===== config.mk =====
export PLATFORM = sky130hd
export DESIGN_NAME = slc3_mem_arbiter
export DESIGN_NICKNAME = d
export VERILOG_FILES = /design/src/rtl/slc3_mem_arbiter.sv
export SDC_FILE = /design/constraint.sdc
export NUM_CORES = 1
export LEC_CHECK = 0
export CAP_MARGIN = 20
export CORE_MARGIN = 2
export CORE_UTILIZATION = 55
export DETAILED_ROUTE_END_ITERATION = 8
export DONT_BUFFER_PORTS = 1
export HOLD_SLACK_MARGIN = 0.08
export PLACE_DENSITY = 0.74
export SYNTH_ARGS = -nofsm -noshare
export SYNTH_HDL_FRONTEND = slang
export SYNTH_SLANG_ARGS = --single-unit

===== constraint.sdc =====
create_clock -name Clk -period 2.05 [get_ports Clk]
set_clock_uncertainty 0.15 [all_clocks]
set_input_delay 0.205 -clock Clk [delete_from_list [all_inputs] [get_ports Clk]]
set_output_delay 0.205 -clock Clk [all_outputs]
set_load 0.02 [all_outputs]

===== src/rtl/slc3_mem_arbiter.sv =====
// slc3_mem_arbiter: shares the single SRAM port between CPU (A) and loader (B), one fixed-length access per grant.
// Define SLC3_ARB_ROUND_ROBIN_EN to alternate ties between ports instead of always favouring port A.
module slc3_mem_arbiter #(
  parameter int WAIT_CYCLES = 2
) (
  input  logic        Clk,
  input  logic        Reset,
  input  logic        a_req,
  input  logic        a_we,
  input  logic [15:0] a_addr,
  input  logic [15:0] a_wdata,
  output logic        a_done,
  output logic [15:0] a_rdata,
  input  logic        b_req,
  input  logic        b_we,
  input  logic [15:0] b_addr,
  input  logic [15:0] b_wdata,
  output logic        b_done,
  output logic [15:0] b_rdata,
  output logic [15:0] mem_addr,
  output logic [15:0] mem_wdata,
  input  logic [15:0] mem_rdata,
  output logic        mem_ce,
  output logic        mem_oe,
  output logic        mem_we,
  output logic        busy,
  output logic        owner
);
`ifdef SLC3_ARB_ROUND_ROBIN_EN
  localparam logic RR_EN = 1'b1;
`else
  localparam logic RR_EN = 1'b0;
`endif
  typedef enum logic [1:0] {IDLE, ACCESS, DONE} state_t;
  state_t state, next;
  logic [3:0] count;
  logic we_r, last_owner, grant_b, any_req;
  logic [15:0] addr_r, wdata_r;
  assign any_req = a_req || b_req;
  // B wins alone, or on a tie when round-robin says A went last
  assign grant_b = b_req && (!a_req || (RR_EN && !last_owner));
  always_ff @(posedge Clk or posedge Reset)
    if (Reset) state <= IDLE;
    else state <= next;
  always_comb
    next = (state == IDLE)   ? (any_req ? ACCESS : IDLE) :
           (state == ACCESS) ? ((count == 4'd0) ? DONE : ACCESS) : IDLE;
  always_ff @(posedge Clk or posedge Reset)
    if (Reset) begin
      count <= 4'd0;
      we_r <= 1'b0;
      addr_r <= 16'h0;
      wdata_r <= 16'h0;
      owner <= 1'b0;
      last_owner <= 1'b1;
      a_rdata <= 16'h0;
      b_rdata <= 16'h0;
    end else begin
      if (state == IDLE && any_req) begin
        owner <= grant_b;
        we_r <= grant_b ? b_we : a_we;
        addr_r <= grant_b ? b_addr : a_addr;
        wdata_r <= grant_b ? b_wdata : a_wdata;
        count <= 4'(WAIT_CYCLES - 1);
      end
      if (state == ACCESS && count != 4'd0) count <= count - 4'd1;
      if (state == ACCESS && count == 4'd0 && !we_r && !owner) a_rdata <= mem_rdata;
      if (state == ACCESS && count == 4'd0 && !we_r && owner) b_rdata <= mem_rdata;
      if (state == DONE) last_owner <= owner;
    end
  always_comb begin
    mem_ce = state == ACCESS;
    mem_oe = mem_ce && !we_r;
    mem_we = mem_ce && we_r;
    mem_addr = mem_ce ? addr_r : 16'h0;
    mem_wdata = mem_ce ? wdata_r : 16'h0;
    busy = state != IDLE;
    a_done = state == DONE && !owner;
    b_done = state == DONE && owner;
  end
endmodule

==> reports/metrics.cfg, run 1 <==
[run_status]
outcome=finished, violations left
violations=setup timing

[sta]
min_period_ps=2060
whs_ps=124
tightest_slew_ps=653
finalHoldViolations=0
rsz0062_at_grt=yes
fmax_mhz=485
fin_tns_setup_ps=-39.2
fin_crit_sh=1.01
setup_viol=5
max_slew_margin=0.564
slew_viol_final=0
setup_ws_ps=-13.9

[setup_path]
crit_fanout=4
critical_path.cell_chain=inv_2 -> ha_4 -> or3b_4 -> nor4_4 -> buf_4 -> mux2_4
regToRegEndpoint=a_rdata[10]$_DFFE_PP0P_
reg2regPathDepth=6
path_class=flop to flop
crit_path_end=a_rdata[10]$_DFFE_PP0P_
start_kind=flop
startpoint=count[1]$_DFFE_PP0P_
cp.arrival_ps=2150
timing.rr.start=count[1]$_DFFE_PP0P_
crit_required_ps=2140
cp_slowest_cell=dfrtp_1
slowest_delay_ps=410
r2r_setup_slack_ps=-10
setup.worst_path.end_class=flop

[detailed_routing]
via_count=2707
drtPass1Iterations=4
drt.antenna.violating_nets=0
drcViolationCount=0
viasPerCell=5.76
drt-total-wl_um=9150
drtIter0Drc=154
wl_per_cell_um=19.5

[logic_synthesis]
syn_avg_cell_area_um2=11.6
synth_cells=290
synth_seq_cells=72
async_flop_share=1.00
synth-compound-area-share=0.114
yosys_warnings=0
synthMuxAreaShare=0.209
seq_area_frac_synth=0.536
synthFlopType=dfrtp_1
synth.distinct_cells=29
yosys.area_share.xor_xnor=0
yosysTopAreaCellShare=0.536
syn_nets=378
synth.most_common_cell=dfrtp_1
syn-cell-area_um2=3360
synth_fa_ha_area_frac=0.00745
synth_top_family_by_area=multiplexers
synth_commonest_cells=dfrtp_1, o21ai_0, and2_1, mux2_2, mux2i_1
synthTopCellsByArea=dfrtp_1, mux2_2, o21ai_0
yosysTopAreaCell=dfrtp_1
synth-simple-area-share=0.101
synth-edff-count=0

[floorplanning]
num_rows=28
dieArea_um2=6750
ioPinCount=157
coreArea_um2=5920
start_util=0.567
fp.dieH_um=82.2
fp.dieW_um=82.2

[clock_tree]
htreeDepth=3
cts.sinks=72
clk_pin_slew_ps=80
numCtsBuffers=9
clockRootBuffer=clkbuf_8
cts_buffer_depth=2
cts_tree=built
clock_latency_ps=350

[cells_and_area]
n_antenna_cell=0
nFillCells=313
fin_nets=478
layout-drive-gt1-share=0.291
syn_to_final_growth_pct=41.5

[flow_run]
max_cap_viol_count=0

[grt]
grt_start_max_net_pins=40
grt_usage=0.273
antenna_found_initial=0
grt_pass1_vias=2777
grt_pass1_wl_um=13600
grt-ovfl-total=0

[placement]
place_ws_ps=-54.4
portBuffers=0
gp_congestion=0.754
hpwl_um=5250

[pwr]
powerDensity_nw_per_um2=1510
ir_drop_mv=0.984
p_leak_nw=2.03

[min_path]
min_path_type=primary input to flop

[what timing repair did]
action,CTS,global route
endpoints found under the hold margin,138,0
pin swaps,1,0
hold buffers,85,0
setup endpoints to repair,19,46
buffers inserted,0,3
gates resized for setup,6,45
cloned,0,1
[how the worst min path moves through the flow]
stage	from	endpoint	slack, ps	cells past startpoint
floorplan	a_req	owner$_DFFE_PP0P_	140	1
global placement	Reset	a_rdata[13]$_DFFE_PP0P_	-3	2
detailed placement	Reset	b_rdata[8]$_DFFE_PP0P_	3	2
CTS	a_req	wdata_r[11]$_DFFE_PP0P_	110	2
global route	a_req	wdata_r[1]$_DFFE_PP0P_	150	2
finish	a_req	addr_r[0]$_DFFE_PP0P_	120	2
[final cells by class]
cell class	count	area (um^2)	share of cell area
tap	75	93.8	0.0197
clock inverter	7	77.6	0.0163
multi-input combinational	193	1570	0.331
clock buffer	9	124	0.0261
timing repair buffer	108	1060	0.222
inverter	6	26.3	0.00553
sequential	72	1800	0.379
[layer usage]
layer	global-route usage	share of wire	up-vias	wire length [um]
li1	-	-	1225	-
met1	0.323	0.38	1302	3510
met2	0.457	0.51	151	4640
met3	0.0804	0.080	29	730
met4	0.130	0.029	0	269
met5	0	0	-	0
[power breakdown]
part,total [mW],internal [mW],switching [mW]
combinational,3.02,1.34,1.68
clock,1.14,0.572,0.571
sequential,3.00,2.13,0.870
[cell families after synthesis]
kind of cell | count (synthesis)
fa+ha+maj | 2
flops | 72
mux | 66
compound gates | 74
simple gates | 51
buf+inv | 25
[state kept, by name, indices dropped and copies added (netlist names)]
| signal | cells |
|---|---|
| addr_r | 16 |
| count | 4 |
| b_rdata | 16 |
| a_rdata | 16 |
| we_r | 1 |
| owner | 1 |
| state | 2 |
| wdata_r | 16 |
[cells in the final DEF (no fill, tap or decap), types with 2 or more instances in the layout]
master / count
a21oi_1: 2
and2_1: 3
and2_2: 30
buf_12: 2
buf_4: 19
buf_6: 2
clkbuf_8: 9
clkinv_4: 2
clkinvlp_4: 2
dfrtp_1: 72
dlygate4sd3_1: 85
inv_2: 3
inv_6: 2
mux2_2: 19
mux2_4: 14
mux2i_1: 33
nand2b_1: 2
nor2_1: 2
nor3b_1: 2
o21ai_0: 67
o221ai_1: 2
[critical path, delay by kind of cell (launching register included)]
kind | cells | cell delay (ps)
and+or+nand+nor | 2 | 650
DFF | 1 | 410
muxes | 1 | 300
adders and majority gates | 1 | 130
buffers and inverters | 2 | 320
[stage by stage]
step	power [mW]	utilization	area, um^2	cells
floorplan	4.85	-	3370	290
global placement	5.45	0.601	3560	365
detailed placement	5.54	0.601	3560	365
CTS	6.86	0.781	4620	466
global route	7.59	0.803	4750	470
finish	7.16	0.803	4750	470
Note: power is estimated with default switching activity, not from simulation.
==> inputs of run 2 (changes only) <==
Settings changed: SKIP_LAST_GASP set to 1.
==> run 2 against run 1 <==
  * The run still ends with setup timing left
  * Wire length up 0.48%
  * Via count down 0.15%
  * Power about the same
  * Combinational power about the same
  * Worst setup slack worse by 3.6 ps
  * Register-to-register slack about the same
  * Clock power about the same
  * Global-route usage unchanged
  * Utilization down 0.063 points
  * Die area unchanged
  * Maximum frequency down 0.17%
  * Sequential power about the same
  * Critical endpoint is now a_rdata[9]$_DFFE_PP0P_
  * Largest cell class unchanged
  * Highest routed layer unchanged
==> reports/metrics.cfg, run 2 (synthesis results as in run 1) <==
[run_status]
outcome=finished, violations left
violations=setup timing

[min_path]
min_path_type=primary input to flop

[detailed_routing]
via_count=2703  ; -0.15%
drtIter0Drc=142  ; -7.8%
drt-total-wl_um=9200  ; +0.48%
viasPerCell=5.75  ; -0.15%
drtPass1Iterations=4  ; unchanged
drt.antenna.violating_nets=0  ; unchanged
drcViolationCount=0  ; unchanged
wl_per_cell_um=19.6  ; +0.48%

[grt]
antenna_found_initial=0  ; unchanged
grt_usage=0.273  ; unchanged
grt_pass1_wl_um=13600  ; unchanged
grt_start_max_net_pins=40  ; unchanged
grt-ovfl-total=0  ; unchanged
grt_pass1_vias=2777  ; unchanged

[sta]
slew_viol_final=0  ; unchanged
min_period_ps=2070  ; +3.59 ps
setup_ws_ps=-17.4  ; -3.59 ps
setup_viol=5  ; unchanged
tightest_slew_ps=646  ; -7.23 ps
fmax_mhz=484  ; -0.17%
finalHoldViolations=0  ; unchanged
max_slew_margin=0.569  ; +0.00482
rsz0062_at_grt=yes
fin_crit_sh=1.01  ; +0.00175

[cells_and_area]
n_antenna_cell=0  ; unchanged
final_cell_mix=dlygate4sd3_1, dfrtp_1, o21ai_0
layout-drive-gt1-share=0.291  ; unchanged
syn_to_final_growth_pct=41.3  ; about the same
fin_nets=478  ; unchanged
final_common_cell=dlygate4sd3_1
design_area_um2=4750  ; about the same

[flow_run]
max_cap_viol_count=0  ; unchanged

[pwr]
ir_drop_mv=0.992  ; +0.87%
p_leak_nw=2.03  ; -0.16%
powerDensity_nw_per_um2=1510  ; about the same
power_mw=7.16  ; about the same

[setup_path]
slowest_delay_ps=410  ; about the same
critical_path.cell_chain=inv_2 -> ha_4 -> or3b_4 -> nor4_4 -> buf_6 -> mux2_2
crit_fanout=5  ; +1
crit_required_ps=2140  ; about the same
setup.worst_path.end_class=flop
cp.arrival_ps=2160  ; about the same
cp_slowest_cell=dfrtp_1
start_kind=flop
cp_top_family=simple AND/OR/NAND/NOR gates
path_class=flop to flop
cp_num_buf_inv=2  ; unchanged

[placement]
hpwl_um=5250  ; unchanged
dpl_cell_area_um2=3560  ; unchanged
gp_congestion=0.754  ; unchanged
portBuffers=0  ; unchanged

[floorplanning]
num_rows=28  ; unchanged
fp.dieW_um=82.2  ; unchanged
ioPinCount=157  ; unchanged
coreArea_um2=5920  ; unchanged
fp.dieH_um=82.2  ; unchanged
dieArea_um2=6750  ; unchanged
start_util=0.567  ; unchanged

[clock_tree]
numCtsBuffers=9  ; unchanged
htreeDepth=3  ; unchanged
cts_buffer_depth=2  ; unchanged
cts.sinks=72  ; unchanged
clockRootBuffer=clkbuf_8
cts_tree=built
clk_pin_slew_ps=90  ; about the same
clock_latency_ps=350  ; about the same

-- run 2: changes by cell type in the layout (fill, tap and decap cells not counted) --
cell / change
mux2_2: +1
mux2_4: -1
-- run 2: path summary, 6_finish.rpt --
kind	startpoint	to	slack (ps)	depth (start not counted)
min in group asynchronous	Reset	a_rdata[6]$_DFFE_PP0P_	250	3
max	count[1]$_DFFE_PP0P_	a_rdata[9]$_DFFE_PP0P_	-20	6
min reg2reg	addr_r[3]$_DFFE_PP0P_	addr_r[3]$_DFFE_PP0P_	360	2
max reg2reg	count[1]$_DFFE_PP0P_	a_rdata[9]$_DFFE_PP0P_	-20	6
min	a_req	addr_r[0]$_DFFE_PP0P_	130	2
max in group asynchronous	Reset	we_r$_DFFE_PP0P_	1080	3
-- run 2: power breakdown --
part | switching, mW | internal, mW
Combinational | 1.68 | 1.33
Clock | 0.572 | 0.572
Sequential | 0.870 | 2.13
Total | 3.13 | 4.03
-- run 2: layout make-up --
cell class / count / area (um^2)
Tap cell: 75 / 93.8
Sequential cell: 72 / 1800
Clock inverter: 7 / 77.6
Timing Repair Buffer: 108 / 1060
Fill cell: 313 / 1170
Inverter: 6 / 26.3
Multi-Input combinational cell: 193 / 1570
Clock buffer: 9 / 124
-- run 2: what timing repair did --
| action | 4_1_cts | 5_1_grt |
|---|---|---|
| hold buffers | 85 | 0 |
| gates resized for setup | 5 | 45 |
| gates cloned | 0 | 1 |
| pin swaps | 1 | 0 |
| buffers inserted | 0 | 3 |
| endpoints found under the setup margin | 19 | 46 |
| endpoints found under the hold margin | 138 | 0 |
-- run 2: stage by stage --
| stage | utilization | setup TNS [ps] | setup WS [ps] | instances | hold WS [ps] |
|---|---|---|---|---|---|
| floorplan | - | -1130 | -113 | 290 | 141 |
| global placement | 0.601 | 0 | 14.3 | 365 | -2.84 |
| detailed placement | 0.601 | -632 | -54.4 | 365 | 2.57 |
| CTS | 0.781 | -1.19 | -1.19 | 466 | 114 |
| global route | 0.802 | -986 | -88.4 | 470 | 146 |
| finish | 0.802 | -44.1 | -17.4 | 470 | 125 |
-- run 2: per-layer routing --
layer | track usage | part of all wire
met2 | 0.457 | 0.51
met3 | 0.0804 | 0.079
met4 | 0.130 | 0.027
met1 | 0.323 | 0.38
met5 | 0 | 0
